`config.mk`:
```
export PLATFORM = sky130hd
export DESIGN_NAME = count_wrap_monitor
export DESIGN_NICKNAME = d
export VERILOG_FILES = /design/src/rtl/count_wrap_monitor.sv
export SDC_FILE = /design/constraint.sdc
export NUM_CORES = 1
export LEC_CHECK = 0
export CAP_MARGIN = 40
export CORE_MARGIN = 5
export CORE_UTILIZATION = 54
export CTS_BUF_LIST = sky130_fd_sc_hd__clkbuf_16
export DETAILED_ROUTE_END_ITERATION = 6
export GPL_TIMING_DRIVEN = 0
export PLACE_DENSITY = 0.83
export SYNTH_ARGS = -nofsm -noshare
export SYNTH_HDL_FRONTEND = slang
export SYNTH_SLANG_ARGS = --single-unit
```
`constraint.sdc`:
```
create_clock -name clk -period 6.6 [get_ports clk]
set_clock_uncertainty 0.05 [all_clocks]
set_input_delay 1.32 -clock clk [delete_from_list [all_inputs] [get_ports clk]]
set_output_delay 1.32 -clock clk [all_outputs]
set_load 0.005 [all_outputs]
```
`src/rtl/count_wrap_monitor.sv`:
```
// Watches a 4-bit up/down counter and reports 15->0 and 0->15 wraps as pulses and saturating counts.
// Optional macro STEP_CHECK_EN adds an ERR state and sticky step_err for steps other than -1/0/+1.
module count_wrap_monitor #(
    parameter int CNT_W = 8
) (
    input  logic             clk,
    input  logic             rst,
    input  logic [3:0]       count,
    input  logic             clr,
    output logic             ovf_pulse,
    output logic             unf_pulse,
    output logic [CNT_W-1:0] ovf_cnt,
    output logic [CNT_W-1:0] unf_cnt,
    output logic             dir,
    output logic             step_err
);

`ifdef STEP_CHECK_EN
    typedef enum logic [1:0] {PRIME, TRACK, ERR} state_t;
`else
    typedef enum logic [1:0] {PRIME, TRACK} state_t;
`endif

    state_t     state;
    logic [3:0] prev;
    logic [3:0] delta;

    // Modulo-16 difference: 1 is an up step, 15 a down step.
    assign delta = count - prev;

`ifndef STEP_CHECK_EN
    assign step_err = 1'b0;
`endif

    always_ff @(posedge clk or posedge rst) begin
        if (rst) begin
            state     <= PRIME;
            prev      <= 4'd0;
            ovf_pulse <= 1'b0;
            unf_pulse <= 1'b0;
            ovf_cnt   <= '0;
            unf_cnt   <= '0;
            dir       <= 1'b1;
`ifdef STEP_CHECK_EN
            step_err  <= 1'b0;
`endif
        end else begin
            ovf_pulse <= 1'b0;
            unf_pulse <= 1'b0;
            prev      <= count;
            if (clr) begin
                ovf_cnt  <= '0;
                unf_cnt  <= '0;
                state    <= PRIME;
`ifdef STEP_CHECK_EN
                step_err <= 1'b0;
`endif
            end else begin
                case (state)
                    PRIME: state <= TRACK;
                    TRACK: begin
                        if (delta == 4'd1) begin
                            dir <= 1'b1;
                            if (prev == 4'd15) begin
                                ovf_pulse <= 1'b1;
                                if (ovf_cnt != {CNT_W{1'b1}})
                                    ovf_cnt <= ovf_cnt + CNT_W'(1);
                            end
                        end else if (delta == 4'd15) begin
                            dir <= 1'b0;
                            if (prev == 4'd0) begin
                                unf_pulse <= 1'b1;
                                if (unf_cnt != {CNT_W{1'b1}})
                                    unf_cnt <= unf_cnt + CNT_W'(1);
                            end
                        end
`ifdef STEP_CHECK_EN
                        else if (delta != 4'd0) begin
                            step_err <= 1'b1;
                            state    <= ERR;
                        end
`endif
                    end
`ifdef STEP_CHECK_EN
                    ERR:     state <= ERR;
`endif
                    default: state <= PRIME;
                endcase
            end
        end
    end

endmodule
```
==> metrics.yaml <==
status:
  status: "completed"
timing:
  setup_viol: 0
  fin_tns_setup_ps: 0
  period_needed_ps: 3663
  rsz0062_at_grt: "no"
  hold_viol_final: 0
  worst_slack_ps: 2937
  period_share_pct: 55.50
  max_freq_mhz: 273.0
  slew_viol_final: 0
floorplanning:
  rows: 17
  die_h_um: 59.04
  ioPinCount: 27
  design.die.area_um2: 3486
  die_w_um: 59.04
  initial_core_util_pct: 57.60
  coreArea_um2: 2255
synthesis:
  synth_cell_types: 37
  synthCells: 131
  syn_area_per_cell_um2: 9.914
  synth-seq-cells: 24
  yosysWarnings: 0
  syn-num-nets: 144
  syn_area_um2: 1299
  seq_area_frac_synth_pct: 46.34
finish:
  area_growth_pct: 28.42
  finish.utilization_pct: 73.97
  drive_gt1_share_pct: 6.875
  diodes: 0
  fin_nets: 174
drt:
  routedWlPerCell_um: 14.81
  dr.first_iter.drc_count: 24
  vias: 1090
  ant_nets: 0
  avgViaCountPerCell: 5.798
  dr.pass1.iters: 4
  wl_mm: 2.785
  drc_errors: 0
cts:
  post_cts_buffers: 0
  clockRootBuffer: "clkbuf_16"
  cts_tree: "done"
  clockBufferDepth: 2
  htree_levels: 1
  cts_buffers: 3
  cts_hold_buf: 0
  clock-sinks: 24
  clock_latency_ps: 260
  cts-resized-gates: 0
  clkTransAtPathRegs_ps: 60
place:
  place_congestion: 0.8972
  dpl_worst_slack_ps: 2661
  portBuffers: 24
  hpwl_mm: 2.075
power_and_ir_drop:
  p_per_area_nw_per_um2: 187.2
  p_leak_nw: 0.6958
  max-vdd-ir-drop_v: 0.0001324
grt:
  overflow: 0
  globalRouteTotalUtil_pct: 18.84
  antenna_found_initial: 0
  grt_start_max_net_pins: 16
  grt_pass1_wl_mm: 5.106
  grt_pass1_vias: 1187
run:
  cap_violations: 0
critical_path:
  required_ps: 6730
  crit_path_end_kind: "flop"
  crit_type: "input port to flop"
  crit_path_max_fanout: 10
  crit_arrival_ps: 3790
  cp-start-kind: "input port"
min_path:
  min_path_type: "flop to flop"
[worst max-delay path, stage by stage]
cell	delay, ps
clkdlybuf4s50_1	410
inv_1	60
ha_1	150
inv_1	50
fa_1	400
xor2_2	210
nand4bb_1	200
nand4b_1	280
buf_2	240
or3_1	320
a21oi_1	150
[per-layer routing]
| layer | up-vias | global-route usage (%) | routed length (um) |
|---|---|---|---|
| met2 | 32 | 33.91 | 1387 |
| met4 | 0 | 7.120 | 40 |
| li1 | 528 | - | - |
| met3 | 5 | 2.832 | 144 |
| met1 | 525 | 22.44 | 1212 |
| met5 | - | 0 | 0 |
[registers in the layout, indices dropped and copies added, names as in the netlist]
register and flops:
dir 1, unf_pulse 1, ovf_cnt 8, ovf_pulse 1
prev 4, unf_cnt 8, state 1
[logic make-up (layout without fill, tap and decap cells)]
group	Yosys count	after routing	synth area share, %
AOI/OAI and AO/OA	30	30	12.72
xor gates and xnor gates	4	4	3.276
adders and majority gates	6	6	6.358
buffers and inverters	14	43	5.009
DFF	24	24	46.34
muxes	2	2	1.541
other	1	1	0.2887
and+or+nand+nor	50	50	24.47
[cell usage in the layout, fill, tap and decap left out, types with 2 or more instances in the layout]
cell type        instances
o21ai_0                 12
nor2_1                   8
nand2_1                  3
nand3_1                  6
a21oi_1                 15
mux2i_1                  2
dfrtp_1                 23
and4_1                   3
ha_1                     5
inv_1                   10
clkdlybuf4s50_1         24
or3_1                   12
nand4_1                  5
clkbuf_16                3
xor2_1                   2
nand4b_1                 2
and2_1                   2
[cell type report]
type                            count  area, um^2
Clock buffer                        3       75.07
Buffer                              5       31.28
Tap cell                           28       35.03
Sequential cell                    24       601.8
Clock inverter                      1       3.754
Inverter                            9       33.78
Fill cell                         172       586.8
Timing Repair Buffer               25       255.2
Multi-Input combinational cell     93       631.9
[power breakdown]
group	leakage (nW)	internal, mW	total [mW]	switching [mW]
combinational	0.333	0.0136	0.0313	0.0177
sequential	0.320	0.150	0.152	0.00234
clock	0.0423	0.0808	0.129	0.0481
[worst paths after layout]
check / start / end / slack (ps) / cells after the start
setup / recovery: count[0] / ovf_cnt[2] / 2940 / 11
hold / removal: dir / dir / 480 / 2
setup reg to reg: prev[0] / ovf_cnt[2] / 4040 / 9
hold reg to reg: dir / dir / 480 / 2
max in group asynchronous: rst / state[0] / 4750 / 3
min in group asynchronous: rst / prev[0] / 1310 / 2
[synth_stat cells]
library cell	n	area (um^2)
a21boi_1	1	7.510
a21o_1	1	7.510
a21oi_1	15	75.07
and2_1	2	12.51
and3_1	1	6.260
and3b_1	1	8.760
and4_1	3	26.28
and4b_1	1	10.01
buf_1	1	3.750
buf_2	1	5.000
buf_4	1	7.510
buf_6	1	11.26
clkbuf_1	1	3.750
conb_1	1	3.750
dfrtp_1	23	575.6
dfstp_2	1	26.28
fa_1	1	20.02
ha_1	5	62.56
inv_1	9	33.78
mux2i_1	2	20.02
nand2_1	3	11.26
nand3_1	6	30.03
nand3b_1	1	7.510
nand4_1	5	31.28
nand4b_1	2	17.52
nand4bb_1	1	11.26
nor2_1	8	30.03
nor2b_1	1	6.260
nor3_1	1	5.000
nor3b_1	1	7.510
nor4_4	1	21.27
o2111ai_2	1	15.01
o21ai_0	12	60.06
or3_1	12	75.07
xnor2_1	1	8.760
xor2_1	2	17.52
xor2_2	1	16.27
[per-stage QoR]
stage / hold slack [ps] / total power, mW / instances / area (um^2)
2_1_floorplan: 466.7 / 0.1744 / 131 / 1299
3_3_place_gp: 477.4 / 0.1829 / 183 / 1574
3_5_place_dp: 473.3 / 0.1850 / 184 / 1589
4_1_cts: 479.9 / 0.3145 / 188 / 1668
5_1_grt: 552.5 / 0.3273 / 188 / 1668
6_report: 483.6 / 0.3122 / 188 / 1668
No activity file was read; power rests on OpenSTA's default activity.
